## src/rtl/uart_tx_core.sv

```systemverilog
// UART transmitter: 8 data bits, LSB first, 1 or 2 stop bits, valid/ready byte intake.
// Define UART_TX_PARITY_EN to insert a parity bit (even, or odd with PARITY_ODD=1) after bit 7.
module uart_tx_core #(
  parameter int CLKS_PER_BIT = 347,
  parameter int STOP_BITS    = 1,
  parameter int PARITY_ODD   = 0
) (
  input  logic       core_clk,
  input  logic       core_rst,
  input  logic [7:0] tx_data,
  input  logic       tx_valid,
  output logic       tx_ready,
  output logic       ser_tx,
  output logic       tx_busy,
  output logic       tx_done
);

  localparam int DATA_W = 8;
  localparam int CNT_W  = $clog2(CLKS_PER_BIT);
  localparam logic [CNT_W-1:0] CNT_LAST  = CNT_W'(CLKS_PER_BIT - 1);
  localparam logic [2:0]       STOP_LAST = 3'(STOP_BITS - 1);

  typedef enum logic [2:0] {
    IDLE,
    START,
    DATA,
`ifdef UART_TX_PARITY_EN
    PARITY,
`endif
    STOP
  } state_t;

  state_t            state_q, state_n;
  logic [CNT_W-1:0]  cnt_q, cnt_n;
  logic [2:0]        idx_q, idx_n;
  logic [DATA_W-1:0] shreg_q, shreg_n;
  logic              ser_n;
  logic              bit_last, stop_last, hs;
`ifdef UART_TX_PARITY_EN
  logic              par_q, par_n;
`endif

  always_comb begin
    bit_last  = (cnt_q == CNT_LAST);
    stop_last = bit_last && (idx_q == STOP_LAST);
    tx_done   = (state_q == STOP) && stop_last;
    tx_ready  = (state_q == IDLE) || tx_done;
    tx_busy   = (state_q != IDLE);
    hs        = tx_valid && tx_ready;
  end

  always_comb begin
    state_n = state_q;
    cnt_n   = bit_last ? '0 : cnt_q + CNT_W'(1);
    idx_n   = idx_q;
    shreg_n = shreg_q;
`ifdef UART_TX_PARITY_EN
    par_n   = par_q;
`endif
    case (state_q)
      IDLE: begin
        cnt_n = '0;
        idx_n = '0;
        if (hs) begin
          state_n = START;
          shreg_n = tx_data;
`ifdef UART_TX_PARITY_EN
          par_n   = (^tx_data) ^ (PARITY_ODD != 0);
`endif
        end
      end
      START: begin
        if (bit_last) begin
          state_n = DATA;
          idx_n   = '0;
        end
      end
      DATA: begin
        if (bit_last) begin
          shreg_n = shreg_q >> 1;
          if (idx_q == 3'd7) begin
`ifdef UART_TX_PARITY_EN
            state_n = PARITY;
`else
            state_n = STOP;
`endif
            idx_n = '0;
          end else begin
            idx_n = idx_q + 3'd1;
          end
        end
      end
`ifdef UART_TX_PARITY_EN
      PARITY: begin
        if (bit_last) begin
          state_n = STOP;
          idx_n   = '0;
        end
      end
`endif
      STOP: begin
        if (stop_last) begin
          idx_n = '0;
          // A handshake on the final stop cycle chains the next frame with no idle gap
          if (hs) begin
            state_n = START;
            shreg_n = tx_data;
`ifdef UART_TX_PARITY_EN
            par_n   = (^tx_data) ^ (PARITY_ODD != 0);
`endif
          end else begin
            state_n = IDLE;
          end
        end else if (bit_last) begin
          idx_n = idx_q + 3'd1;
        end
      end
      default: state_n = IDLE;
    endcase

    // Line level is computed from the next state so ser_tx can be a plain register
    case (state_n)
      START:   ser_n = 1'b0;
      DATA:    ser_n = shreg_n[0];
`ifdef UART_TX_PARITY_EN
      PARITY:  ser_n = par_n;
`endif
      default: ser_n = 1'b1;
    endcase
  end

  always_ff @(posedge core_clk) begin
    if (core_rst) begin
      state_q <= IDLE;
      cnt_q   <= '0;
      idx_q   <= '0;
      shreg_q <= '0;
      ser_tx  <= 1'b1;
`ifdef UART_TX_PARITY_EN
      par_q   <= 1'b0;
`endif
    end else begin
      state_q <= state_n;
      cnt_q   <= cnt_n;
      idx_q   <= idx_n;
      shreg_q <= shreg_n;
      ser_tx  <= ser_n;
`ifdef UART_TX_PARITY_EN
      par_q   <= par_n;
`endif
    end
  end

endmodule

```

## config.mk

```make
export PLATFORM = sky130hd
export DESIGN_NAME = uart_tx_core
export DESIGN_NICKNAME = d
export VERILOG_FILES = /design/src/rtl/uart_tx_core.sv
export SDC_FILE = /design/constraint.sdc
export NUM_CORES = 1
export LEC_CHECK = 0
export BUFFER_PORTS_ARGS = -buffer_cell sky130_fd_sc_hd__buf_4
export CAP_MARGIN = 20
export CORE_MARGIN = 2
export CORE_UTILIZATION = 40
export DETAILED_ROUTE_END_ITERATION = 16
export MAX_ROUTING_LAYER = met4
export PLACE_DENSITY_LB_ADDON = 0.12
export SLEW_MARGIN = 25
export SYNTH_ARGS = -nofsm -noshare
export SYNTH_HDL_FRONTEND = slang
export SYNTH_SLANG_ARGS = --single-unit
export TNS_END_PERCENT = 30
```

## constraint.sdc

```tcl
create_clock -name core_clk -period 2.7 [get_ports core_clk]
set_input_delay 0.405 -clock core_clk [delete_from_list [all_inputs] [get_ports core_clk]]
set_output_delay 0.405 -clock core_clk [all_outputs]
set_load 0.02 [all_outputs]
```

==> impl_metrics.prom <==
# TYPE chip_impl_metric gauge
chip_impl_metric{name="pin_count",unit=""} 15
chip_impl_metric{name="synth_compound_area_share",unit="%"} 19.0
chip_impl_metric{name="post_cts_hold_buffer_count",unit=""} 0
chip_impl_metric{name="place.gp.congestion",unit=""} 0.747
chip_impl_metric{name="detailed_route_wire_length",unit="um"} 2610
chip_impl_metric{name="worst_ep_required_time",unit="ns"} 2.30
chip_impl_metric{name="power.leakage",unit="nW"} 0.568
chip_impl_metric{name="area_used_by_multi_input_combinational_logic",unit="um^2"} 738
chip_impl_metric{name="pin_count_of_the_biggest_net_entering_global_routing",unit=""} 15
chip_impl_metric{name="final-setup-viol-count",unit=""} 0
chip_impl_metric{name="ctsLongestPathBuffers",unit=""} 2
chip_impl_metric{name="cp_data_arrival_time",unit="ns"} 1.85
chip_impl_metric{name="drt-wirelength-per-cell",unit="um"} 13.5
chip_impl_metric{name="first_pass_iters",unit=""} 5
chip_impl_metric{name="grt_first_pass_wirelength",unit="um"} 4340
chip_impl_metric{name="grt_antenna_before_repair",unit=""} 0
chip_impl_metric{name="timing.setup.tns",unit="ns"} 0
chip_impl_metric{name="synth.top_cell.area_share",unit="%"} 37.6
chip_impl_metric{name="worst_slew_pin_slew",unit="ns"} 0.536
chip_impl_metric{name="start_util",unit="%"} 41.9
chip_impl_metric{name="p_per_area",unit="nW/um^2"} 481
chip_impl_info{name="ctsRootBufferMaster",value="sky130_fd_sc_hd__clkbuf_4"} 1
chip_impl_metric{name="fmax",unit="GHz"} 0.443
chip_impl_metric{name="finalHoldViolations",unit=""} 0
chip_impl_metric{name="clock-sinks",unit=""} 24
chip_impl_metric{name="synth_enable_flop_cells",unit=""} 0
chip_impl_metric{name="syn_inst",unit=""} 137
chip_impl_metric{name="timing.critical_path.slowest_cell_delay",unit="ns"} 0.68
chip_impl_info{name="synth_top_family_by_area",value="simple AND/OR/NAND/NOR gates"} 1
chip_impl_info{name="cpMaxStageDelayCell",value="sky130_fd_sc_hd__dfxtp_1"} 1
chip_impl_info{name="yosys_most_used_dff",value="sky130_fd_sc_hd__dfxtp_1"} 1
chip_impl_metric{name="floorplan.rows",unit=""} 20
chip_impl_metric{name="buffer_ports.inserted",unit=""} 14
chip_impl_metric{name="timing.max_cap.violations",unit=""} 0
chip_impl_metric{name="fill_cells",unit=""} 317
chip_impl_info{name="crit_path_end_kind",value="primary output"} 1
chip_impl_info{name="cp_cell_sequence",value="nand3b_1, nor4_4, or2_2, buf_4"} 1
chip_impl_info{name="cts_tree",value="yes"} 1
chip_impl_metric{name="grt-ovfl-total",unit=""} 0
chip_impl_metric{name="slew_limit_fails",unit=""} 0
chip_impl_metric{name="path_buf_inv",unit=""} 1
chip_impl_metric{name="routed_via_density",unit=""} 5.47
chip_impl_metric{name="vdd.ir_drop.worst",unit="mV"} 0.270
chip_impl_info{name="worst_hold_class",value="in2reg"} 1
chip_impl_metric{name="yosysSeqAreaShare",unit="%"} 37.6
chip_impl_metric{name="ctsResizeCount",unit=""} 0
chip_impl_metric{name="die_w",unit="um"} 60.5
chip_impl_info{name="synth_top_cells_by_area",value="sky130_fd_sc_hd__dfxtp_1 (38%), sky130_fd_sc_hd__nor2_1 (6.8%), sky130_fd_sc_hd__ha_1 (4.9%)"} 1
chip_impl_metric{name="final_setup_skew",unit="ns"} 0.0121
chip_impl_metric{name="nets",unit=""} 166
chip_impl_metric{name="globalRouteTotalUtil",unit="%"} 16.3
chip_impl_metric{name="post-place-cells",unit=""} 189
chip_impl_info{name="rsz0062_at_grt",value="false"} 1
chip_impl_metric{name="synth-adder-area-share",unit="%"} 4.89
chip_impl_metric{name="synth_area",unit="um^2"} 1280
chip_impl_metric{name="seqCellArea",unit="um^2"} 480
chip_impl_metric{name="min_period",unit="ns"} 2.26
chip_impl_metric{name="final_antenna_net_count",unit=""} 0
chip_impl_metric{name="areaGrowthSynthToFinish",unit="%"} 14.0
chip_impl_metric{name="grt_pass1_vias",unit=""} 951
chip_impl_metric{name="detailed_place_hpwl",unit="um"} 1880
chip_impl_metric{name="cp_max_fo",unit=""} 13
chip_impl_metric{name="drt_iter0_drc",unit=""} 95
chip_impl_metric{name="worst_setup_hold_path_clk_slew",unit="ns"} 0.15
chip_impl_metric{name="ys_types",unit=""} 40
chip_impl_metric{name="timing.slew.headroom",unit="%"} 64.0
chip_impl_metric{name="floorplan.die_area",unit="um^2"} 3670
chip_impl_metric{name="clock_tree.htree_level_count",unit=""} 1
chip_impl_metric{name="ys_async_sr_fraction",unit="%"} 0
chip_impl_metric{name="vertical_extent_of_the_die",unit="um"} 60.5
chip_impl_metric{name="post_synth_mux_area_share",unit="%"} 0
chip_impl_metric{name="average_footprint_of_a_synthesized_cell",unit="um^2"} 9.33
chip_impl_info{name="timing.critical_path.max_delay_family",value="simple AND/OR/NAND/NOR gates"} 1
chip_impl_metric{name="stdcell_count",unit=""} 193
chip_impl_metric{name="cts_inserted_buffers",unit=""} 3
chip_impl_metric{name="layout_worst_path_cycle_share",unit="%"} 83.5
chip_impl_metric{name="drc",unit=""} 0
chip_impl_metric{name="clock_insertion_delay_worst_skew",unit="ns"} 0.33
chip_impl_metric{name="core_region_area",unit="um^2"} 3050
chip_impl_metric{name="vias",unit=""} 1056
chip_impl_metric{name="yosys.area_share.xor_xnor",unit="%"} 4.79
chip_impl_metric{name="postSynthRegisterBits",unit=""} 24
chip_impl_info{name="cp-start-kind",value="flop"} 1
chip_impl_info{name="run_status",value="finished clean"} 1
chip_impl_metric{name="yosys_warnings",unit=""} 0
chip_impl_info{name="synth_area_leader_cell",value="sky130_fd_sc_hd__dfxtp_1"} 1
chip_impl_metric{name="antenna_cells_inserted",unit=""} 0
chip_impl_metric{name="simple_gate_portion_of_the_synthesized_area",unit="%"} 28.8
chip_impl_info{name="timing_worst_setup_path_type",value="reg2out"} 1
chip_impl_metric{name="cts_setup_buffers",unit=""} 0
chip_impl_metric{name="synthesized_net_count",unit=""} 153
chip_impl_metric{name="post_route_cells_drive_above_1_share",unit="%"} 21.5
sequential cells by signal, indices dropped and copies added (netlist names):
name / cells
cnt_q: 9
idx_q: 3
ser_tx: 1
shreg_q: 8
state_q: 3
worst register-to-register path, cell delays in order (launching register included):
cell                       delay (ns)
sky130_fd_sc_hd__dfxtp_1         0.68
sky130_fd_sc_hd__nand3b_1        0.28
sky130_fd_sc_hd__nor4_4          0.29
sky130_fd_sc_hd__o21a_1          0.41
sky130_fd_sc_hd__o211a_1         0.23
sky130_fd_sc_hd__a21oi_1         0.04
synthesized netlist by cell type, drive strengths merged, types with 3 or more instances:
cell,n
nand2,4
a31oi,3
nor3,4
ha,5
dfxtp,24
inv,7
nand3,4
xnor2,5
nand4,4
nand2b,3
a222oi,6
buf,4
nor2,24
a21oi,6
o21ai,6
metrics by stage:
step / worst slack (ns) / hold WS [ns] / area (um^2) / total power [mW] / utilization [%]
2_1_floorplan: 0.849 / 0.430 / 1280 / 0.418 / -
3_3_place_gp: 0.803 / 0.449 / 1410 / 0.439 / 46.0
3_5_place_dp: 0.737 / 0.448 / 1410 / 0.440 / 46.0
4_1_cts: 0.440 / 0.325 / 1460 / 0.707 / 47.7
5_1_grt: 0.331 / 0.341 / 1460 / 0.722 / 47.7
6_report: 0.444 / 0.322 / 1460 / 0.701 / 47.7
power by group:
group          leakage [nW]  switching (mW)  internal [mW]  total, mW
clock                0.0279           0.119          0.150      0.269
combinational         0.345          0.0312         0.0285     0.0597
sequential            0.195         0.00911          0.364      0.373
placed cells by master (no fill, tap or decap), types with 3 or more instances in the layout:
cell type	instances
sky130_fd_sc_hd__dfxtp_1	24
sky130_fd_sc_hd__nor2_1	23
sky130_fd_sc_hd__buf_4	14
sky130_fd_sc_hd__inv_1	7
sky130_fd_sc_hd__a222oi_1	6
sky130_fd_sc_hd__a21oi_1	6
sky130_fd_sc_hd__o21ai_0	5
sky130_fd_sc_hd__xnor2_1	5
sky130_fd_sc_hd__ha_1	5
sky130_fd_sc_hd__nand4_1	4
sky130_fd_sc_hd__nand3_1	4
sky130_fd_sc_hd__nand2_1	4
sky130_fd_sc_hd__nand2b_1	3
sky130_fd_sc_hd__nor3_1	3
sky130_fd_sc_hd__a31oi_1	3
sky130_fd_sc_hd__clkbuf_4	3
final cells by class:
class	count	share of cell area (%)
clock inverter	1	2.06
clock buffer	3	1.55
inverter	7	1.80
tap	44	3.78
sequential	24	33.0
timing repair buffer	14	7.21
multi-input combinational	100	50.6
kinds of logic (layout without fill, tap and decap cells):
family,Yosys count,count (layout)
adder cells (fa/ha/maj),5,5
AND/OR/NAND/NOR,57,57
other,1,1
XOR/XNOR,7,7
AO/OA/AOI/OAI,30,30
buffers and inverters,13,25
flip-flops,24,24
layer usage:
metal / global-route usage, % / wire (um) / up-vias / share of wire (%)
li1: - / - / 521 / -
met1: 20.6 / 1200 / 508 / 46
met2: 26.4 / 1270 / 25 / 49
met3: 4.48 / 128 / 2 / 4.9
met4: 2.80 / 17 / 0 / 0.65
met5: - / 0 / - / 0
worst paths after layout:
kind / from / to / slack, ns / depth (start not counted)
hold reg to reg: cnt_q[0] / cnt_q[0] / 0.47 / 1
hold / removal: tx_data[0] / shreg_q[0] / 0.32 / 3
setup reg to reg: state_q[0] / ser_tx / 0.67 / 5
setup / recovery: state_q[0] / tx_ready / 0.44 / 4
Note: power is estimated with default switching activity, not from simulation.
